## src/rtl/block_loader.sv

```systemverilog
// block_loader: collects WORDS plaintext words of WORD_W bits into one
// 128-bit block and presents it to the cell-shuffle stage with a
// valid/ready handshake. The first accepted word lands in the most
// significant word of the block.
//
// Optional feature: define BLOCK_LOADER_WHITEN_EN to XOR the assembled
// block with wkey, which is sampled on the edge that accepts the final
// word. Without the macro, wkey is ignored and the timing is unchanged.
module block_loader #(
    parameter int WORD_W = 32,
    parameter int WORDS  = 4
) (
    input  logic                clk,
    input  logic                rst,
    input  logic                flush,
    input  logic                in_valid,
    output logic                in_ready,
    input  logic [WORD_W-1:0]   in_word,
    input  logic [127:0]        wkey,
    output logic                out_valid,
    input  logic                out_ready,
    output logic [127:0]        out_block,
    output logic [2:0]          words_cnt
);

    localparam logic [0:0] FILL = 1'b0;
    localparam logic [0:0] HOLD = 1'b1;

    localparam logic [2:0] LAST_IDX = 3'(WORDS - 1);

    logic [0:0]   state_reg;
    logic [0:0]   state_next;
    logic [2:0]   cnt_reg;
    logic [2:0]   cnt_next;
    logic [127:0] block_reg;
    logic [127:0] assembled;
    logic [127:0] loaded;
    logic         accept;
    logic         last_word;

    // A word is taken only while filling and not being flushed.
    assign accept    = (state_reg == FILL) && in_valid && !flush;
    assign last_word = accept && (cnt_reg == LAST_IDX);

    // Word k occupies the k-th word slot counted from the MSB end. The
    // final slot is fed straight from in_word so the complete block can be
    // registered on the same edge that accepts the last word.
    generate
        for (genvar gi = 0; gi < WORDS; gi++) begin : g_word
            if (gi < WORDS - 1) begin : g_store
                logic [WORD_W-1:0] word_reg;

                // Capture the word whose position matches the current fill count.
                always_ff @(posedge clk) begin
                    if (rst) begin
                        word_reg <= '0;
                    end else if (accept && (cnt_reg == 3'(gi))) begin
                        word_reg <= in_word;
                    end
                end

                assign assembled[WORD_W*(WORDS-gi)-1 -: WORD_W] = word_reg;
            end else begin : g_direct
                assign assembled[WORD_W*(WORDS-gi)-1 -: WORD_W] = in_word;
            end
        end
    endgenerate

`ifdef BLOCK_LOADER_WHITEN_EN
    assign loaded = assembled ^ wkey;
`else
    logic unused_wkey;
    assign unused_wkey = ^wkey;
    assign loaded      = assembled;
`endif

    // Next-state logic: flush wins over everything except reset; in HOLD
    // the only way back to FILL is a completed handshake or a flush.
    always_comb begin
        state_next = state_reg;
        cnt_next   = cnt_reg;
        if (flush) begin
            state_next = FILL;
            cnt_next   = '0;
        end else begin
            case (state_reg)
                FILL: begin
                    if (accept) begin
                        cnt_next = cnt_reg + 3'd1;
                        if (last_word) begin
                            state_next = HOLD;
                        end
                    end
                end
                HOLD: begin
                    if (out_ready) begin
                        state_next = FILL;
                        cnt_next   = '0;
                    end
                end
                default: begin
                    state_next = FILL;
                    cnt_next   = '0;
                end
            endcase
        end
    end

    // State, fill count and the presented block; the block is only
    // rewritten when the final word arrives, so it stays stable in HOLD.
    always_ff @(posedge clk) begin
        if (rst) begin
            state_reg <= FILL;
            cnt_reg   <= '0;
            block_reg <= '0;
        end else begin
            state_reg <= state_next;
            cnt_reg   <= cnt_next;
            if (last_word) begin
                block_reg <= loaded;
            end
        end
    end

    assign in_ready  = (state_reg == FILL);
    assign out_valid = (state_reg == HOLD);
    assign out_block = block_reg;
    assign words_cnt = cnt_reg;

endmodule

```

## config.mk

```make
export PLATFORM = sky130hd
export DESIGN_NAME = block_loader
export DESIGN_NICKNAME = d
export VERILOG_FILES = /design/src/rtl/block_loader.sv
export SDC_FILE = /design/constraint.sdc
export NUM_CORES = 1
export LEC_CHECK = 0
export BUFFER_PORTS_ARGS = -buffer_cell sky130_fd_sc_hd__buf_2
export CORE_MARGIN = 4
export CORE_UTILIZATION = 45
export CTS_CLUSTER_SIZE = 8
export DETAILED_ROUTE_END_ITERATION = 8
export PLACE_DENSITY = 0.76
export SYNTH_ARGS = -nofsm -noshare
export SYNTH_HDL_FRONTEND = slang
export SYNTH_SLANG_ARGS = --single-unit
```

## constraint.sdc

```tcl
create_clock -name clk -period 1.55 [get_ports clk]
set_clock_uncertainty 0.1 [all_clocks]
set_input_delay 0.0775 -clock clk [delete_from_list [all_inputs] [get_ports clk]]
set_output_delay 0.0775 -clock clk [all_outputs]
set_load 0.01 [all_outputs]
```

==> results.sh, run 1 <==
export IMPL_first_pass_iters=4
export IMPL_grt_total_usage_pct=20.3
export IMPL_worstPathRequired_ns=1.85
export IMPL_place_hpwl_microns=12300
export IMPL_synth_cell_types=23
export IMPL_drt_total_wl_microns=24900
export IMPL_failed_checks="negative setup slack"
export IMPL_power_leakage_nw=5.73
export IMPL_hold_path_class="input port to flip-flop"
export IMPL_cts_max_path_buffers=3
export IMPL_initial_core_util_pct=45.6
export IMPL_worstSetupEndpointType="flip-flop"
export IMPL_die_w_microns=146
export IMPL_ys_ff_latch=228
export IMPL_synth_edf_count=0
export IMPL_netlist_instances=930
export IMPL_period_minus_slack_ns=1.75
export IMPL_nets=1333
export IMPL_grt_remaining_overflow=0
export IMPL_path_buf_inv=3
export IMPL_cp_cell_sequence="ha_4 > ha_4 > and4bb_4 > buf_6 > buf_12 > clkbuf_16 > nand2_1 > a21oi_1"
export IMPL_antenna_found_initial=0
export IMPL_hold_violations=0
export IMPL_drc=0
export IMPL_tightest_slew_ns=0.387
export IMPL_clkTransAtPathRegs_ns=0.05
export IMPL_power_density_nw_per_um2=1040
export IMPL_die_y_microns=146
export IMPL_drtAntennaViolNets=0
export IMPL_ir_drop_mv=0.687
export IMPL_grt_max_degree=74
export IMPL_synth_top_flop_cell="dfxtp_1"
export IMPL_cts_tree="built"
export IMPL_rsz0062_at_grt="yes"
export IMPL_syn_nets=1100
export IMPL_synthArstFlopShare_pct=0
export IMPL_setup_ws_ns=-0.199
export IMPL_r2r_slack_ns=-0.20
export IMPL_crit_path_frequent_cell="ha_4"
export IMPL_dp_slack_ns=-0.162
export IMPL_drtIter0Drc=274
export IMPL_slew_violations=0
export IMPL_cap_violations=0
export IMPL_syn_avg_cell_area_sq_um=9.17
export IMPL_cpPeakStageDelay_ns=0.35
export IMPL_route_detailed_wl_per_inst_microns=17.8
export IMPL_root_buffer="clkbuf_16"
export IMPL_vias=7222
export IMPL_synth_top_area_cell="dfxtp_1"
export IMPL_htreeDepth=2
export IMPL_setup_viol=128
export IMPL_area_growth_pct=45.9
export IMPL_dieArea_sq_um=21200
export IMPL_status="complete, but fails checks"
export IMPL_clkSinkCount=228
export IMPL_core_rowCount=50
export IMPL_pin_count=298
export IMPL_via_per_inst=5.17
export IMPL_synth_area_leaders="dfxtp_1 (53%), nand2_1 (11%), mux2i_1 (11%), nand2b_1 (9.5%), a21oi_1 (7.6%)"
export IMPL_io_buffers=169
export IMPL_clock_latency_ns=0.48
export IMPL_core_sq_um=18700
export IMPL_worstPathMaxFanout=8
export IMPL_crit_path_start_kind="flip-flop"
export IMPL_ys_seq_area_share_pct=53.5
export IMPL_yosysWarnings=0
export IMPL_netlist_area_sq_um=8530
export IMPL_crit_family="buffers and inverters"
export IMPL_synth_top_cell_area_share_pct=53.5
export IMPL_grt_pass1_vias=7166
export IMPL_grt_pass1_wl_microns=35900
export IMPL_cp_arrival_ns=2.05
export IMPL_finalCritPeriodShare_pct=113
export IMPL_fin_util_pct=66.5
export IMPL_critPathKind="flip-flop to flip-flop"
export IMPL_numCtsBuffers=34
export IMPL_drive_gt1_share_pct=37.5
export IMPL_yosys_top_cells_count="nand2_1 (258), dfxtp_1 (228), nand2b_1 (130)"
export IMPL_diodes=0
export IMPL_place_congestion=0.742
export IMPL_cp_slowest_cell="dfxtp_2"
export IMPL_post_synth_top_count_cell="nand2_1"
export IMPL_largest_reg_flops=128
export IMPL_relSlewSlack_pct=74.1
export IMPL_clock_fmax_ghz=0.572
cells by family after synthesis:
group                    count (synthesis)  synth area share [%]
buffers and inverters                   70                  4.71
adder cells (fa/ha/maj)                  5                 0.733
AO/OA/AOI/OAI                          134                  7.92
multiplexers                            96                  11.3
AND/OR/NAND/NOR                        397                  21.9
flip-flops                             228                  53.5
final cells by class:
class                           instances  area, sq um
Tap cell                              234          293
Fill cell                            1358         6260
Sequential cell                       228         4570
Clock buffer                           35          876
Multi-Input combinational cell        632         4390
Timing Repair Buffer                  263         2270
Clock inverter                          2         38.8
Inverter                                4         17.5
layout by cell type (no fill, tap or decap), types with 2 or more instances in the layout:
cell and n:
buf_6 8, dfxtp_2 3, mux2i_1 96, nand3_4 2, nand2_1 181, a21oi_2 81, buf_16 10, dfxtp_1 225
nand2b_1 130, o21ai_0 3, inv_1 3, nand2_2 28, clkbuf_16 45, ha_1 2, nand2_4 49, buf_12 17
dlygate4sd3_1 35, buf_4 14, buf_2 168, a21oi_1 48, ha_4 3
metrics by stage:
step / total power, mW / TNS (ns) / instances / instance area, sq um / hold slack [ns]
floorplan: 6.33 / -3.16 / 930 / 8570 / 0.113
global placement: 6.49 / -10.58 / 1292 / 9680 / 0.231
detailed placement: 6.49 / -13.99 / 1292 / 9680 / 0.236
CTS: 13.1 / -5.84 / 1379 / 11500 / 0.00358
global route: 13.4 / -19.97 / 1398 / 12400 / 0.0834
finish: 13.0 / -12.78 / 1398 / 12400 / 0.0410
path summary, 6_finish.rpt:
path | from | to | depth (start not counted)
max reg2reg | words_cnt[0] | out_block[98] | 8
min reg2reg | out_block[18] | out_block[18] | 2
max | words_cnt[0] | out_block[98] | 8
min | in_valid | words_cnt[0] | 4
worst min-delay path, delay by kind of cell:
| family | cells | cell delay (ns) |
|---|---|---|
| compound gates | 2 | 0.29 |
| buf+inv | 1 | 0.14 |
| simple gates | 1 | 0.07 |
power breakdown:
group	leakage, nW	total, mW	switching, mW	internal (mW)
Clock	0.450	6.47	2.36	4.11
Combinational	3.44	0.546	0.286	0.260
Sequential	1.84	5.97	0.0369	5.93
Total	5.73	13.0	2.68	10.3
repair_timing:
action / CTS / global route
setup endpoints to repair: 129 / 160
gates cloned: 8 / 13
hold buffers: 35 / 0
setup buffers: 8 / 6
resized for setup: 77 / 167
pin swaps: 26 / 88
endpoints found under the hold margin: 152 / 0
routing by layer:
metal / vias up / GRT usage [%] / wire length, microns
li1: 3474 / - / -
met3: 38 / 4.52 / 1280
met5: - / 0 / 0
met1: 3510 / 24.6 / 10500
met4: 0 / 5.56 / 410
met2: 200 / 36.4 / 12800
Power figures use the tool's default switching activity.
==> run 2: changes to the inputs <==
--- a/config.mk
+++ b/config.mk
@@ -11,6 +11,7 @@
 export CTS_CLUSTER_SIZE = 8
 export DETAILED_ROUTE_END_ITERATION = 8
 export PLACE_DENSITY = 0.76
+export REMOVE_ABC_BUFFERS = 1
 export SYNTH_ARGS = -nofsm -noshare
 export SYNTH_HDL_FRONTEND = slang
 export SYNTH_SLANG_ARGS = --single-unit
==> run 2 against run 1 <==
Net effect: sequential power hardly changed; worst hold slack better by 0.25 ns; the flow still finishes with violations (negative setup slack); highest routed layer unchanged; via count is 0.62% higher; sequential cell count stayed put; final cell count is 0.43% higher; total power is 1.7% higher.
==> results.sh, run 2 (synthesis gave the netlist of run 1 again) <==
export IMPL_grt_remaining_overflow=0
export IMPL_crit_family="simple AND/OR/NAND/NOR gates"
export IMPL_cp_cell_sequence="ha_4 > ha_4 > and4bb_4 > buf_8 > clkbuf_16 > nand2_1 > a21oi_1"
export IMPL_drt_total_wl_microns=24900
export IMPL_hold_violations=0
export IMPL_diodes=0
export IMPL_clock_fmax_ghz=0.583
export IMPL_clkSinkCount=228
export IMPL_finalPower_mw=13.2
export IMPL_via_per_inst=5.18
export IMPL_clkTransAtPathRegs_ns=0.05
export IMPL_place_congestion=0.747
export IMPL_timing_rr_end="out_block[83]"
export IMPL_r2r_start="words_cnt[0]"
export IMPL_grt_total_usage_pct=21.1
export IMPL_power_density_nw_per_um2=1070
export IMPL_hold_path_class="input port to flip-flop"
export IMPL_first_pass_iters=4
export IMPL_finalCritPeriodShare_pct=111
export IMPL_slew_violations=0
export IMPL_clock_latency_ns=0.49
export IMPL_htreeDepth=2
export IMPL_core_sq_um=18700
export IMPL_min_path_cells=4
export IMPL_antenna_found_initial=0
export IMPL_setup_viol=132
export IMPL_die_y_microns=146
export IMPL_drtAntennaViolNets=0
export IMPL_area_growth_pct=44.2
export IMPL_relSlewSlack_pct=72.3
export IMPL_core_rowCount=50
export IMPL_pin_count=298
export IMPL_initial_core_util_pct=45.6
export IMPL_largest_reg_flops=128
export IMPL_ir_drop_mv=0.729
export IMPL_worstPathRequired_ns=1.85
export IMPL_power_leakage_nw=5.34
export IMPL_layout_common_cells="dfxtp_1 (226), nand2_1 (210), buf_2 (168)"
export IMPL_drtIter0Drc=335
export IMPL_path_depth=7
export IMPL_vias=7267
export IMPL_crit_path_frequent_cell="ha_4"
export IMPL_fin_setup_tns_ns=-11.91
export IMPL_worstSetupEndpointType="flip-flop"
export IMPL_tightest_slew_ns=0.416
export IMPL_path_buf_inv=2
export IMPL_worstPathMaxFanout=5
export IMPL_setup_ws_ns=-0.166
export IMPL_cap_violations=0
export IMPL_failed_checks="negative setup slack"
export IMPL_cp_slowest_cell="dfxtp_2"
export IMPL_grt_max_degree=91
export IMPL_crit_path_start_kind="flip-flop"
export IMPL_cts_tree="built"
export IMPL_numCtsBuffers=34
export IMPL_grt_pass1_wl_microns=36800
export IMPL_cp_arrival_ns=2.01
export IMPL_layout_commonest_cell="dfxtp_1"
export IMPL_drc=0
export IMPL_rsz0062_at_grt="yes"
export IMPL_min_to="out_block[24]"
export IMPL_r2r_slack_ns=-0.17
export IMPL_route_detailed_wl_per_inst_microns=17.7
export IMPL_grt_pass1_vias=7165
export IMPL_cts_max_path_buffers=3
export IMPL_r2r_cells=7
export IMPL_nets=1338
export IMPL_dieArea_sq_um=21200
export IMPL_min_delay_start="in_word[24]"
export IMPL_drive_gt1_share_pct=33.3
export IMPL_die_w_microns=146
export IMPL_io_buffers=169
export IMPL_place_hpwl_microns=12200
export IMPL_root_buffer="clkbuf_16"
export IMPL_cpPeakStageDelay_ns=0.35
export IMPL_period_minus_slack_ns=1.72
export IMPL_status="complete, but fails checks"
export IMPL_critPathKind="flip-flop to flip-flop"
==> run 2: cell type report <==
class                           count  area (sq um)
Clock buffer                       37           926
Clock inverter                      1          30.0
Fill cell                        1364          6400
Inverter                            4          15.0
Multi-Input combinational cell    632          4070
Sequential cell                   228          4570
Tap cell                          234           293
Timing Repair Buffer              268          2400
==> run 2: worst min-delay path: stages <==
cell	delay [ns]
dlygate4sd3_1	0.53
buf_2	0.13
nand2_1	0.05
a21oi_1	0.05
==> run 2: how the worst max path moves through the flow <==
stage                       from              to  slack [ns]
floorplan           words_cnt[0]       out_valid       -2.72
global placement    words_cnt[0]  out_block[107]       -0.07
detailed placement  words_cnt[1]   out_block[65]       -0.16
CTS                 words_cnt[1]   out_block[23]       -0.07
global route        words_cnt[0]  out_block[116]       -0.18
finish              words_cnt[0]   out_block[83]       -0.17
==> run 2: per-layer routing <==
metal,wire [microns],up-vias,GRT usage [%]
met4,619,0,7.08
met3,1460,50,4.98
li1,-,3492,-
met1,10300,3494,25.5
met5,0,-,0
met2,12500,231,36.9
==> run 2: what timing repair did <==
item / CTS / global route
hold buffers: 36 / 0
pin swaps: 12 / 36
setup endpoints to repair: 135 / 157
cloned: 13 / 10
endpoints found under the hold margin: 143 / 0
setup buffers: 13 / 0
gates resized for setup: 49 / 121
==> run 2: power breakdown <==
group / internal [mW] / leakage (nW) / switching (mW)
logic: 0.262 / 3.03 / 0.270
clock network: 4.31 / 0.470 / 2.40
registers: 5.93 / 1.84 / 0.0322
total: 10.5 / 5.34 / 2.70
==> run 2: per-stage QoR <==
stage | instances | hold WS (ns) | area [sq um] | setup WS, ns | util [%]
finish | 1404 | 0.294 | 12300 | -0.166 | 65.8
global route | 1404 | 0.295 | 12300 | -0.179 | 65.8
CTS | 1396 | 0.278 | 11700 | -0.0724 | 62.4
detailed placement | 1297 | 0.236 | 9700 | -0.162 | 51.9
global placement | 1297 | 0.231 | 9700 | -0.0669 | 51.9
floorplan | 864 | 0.0466 | 8150 | -2.72 | -
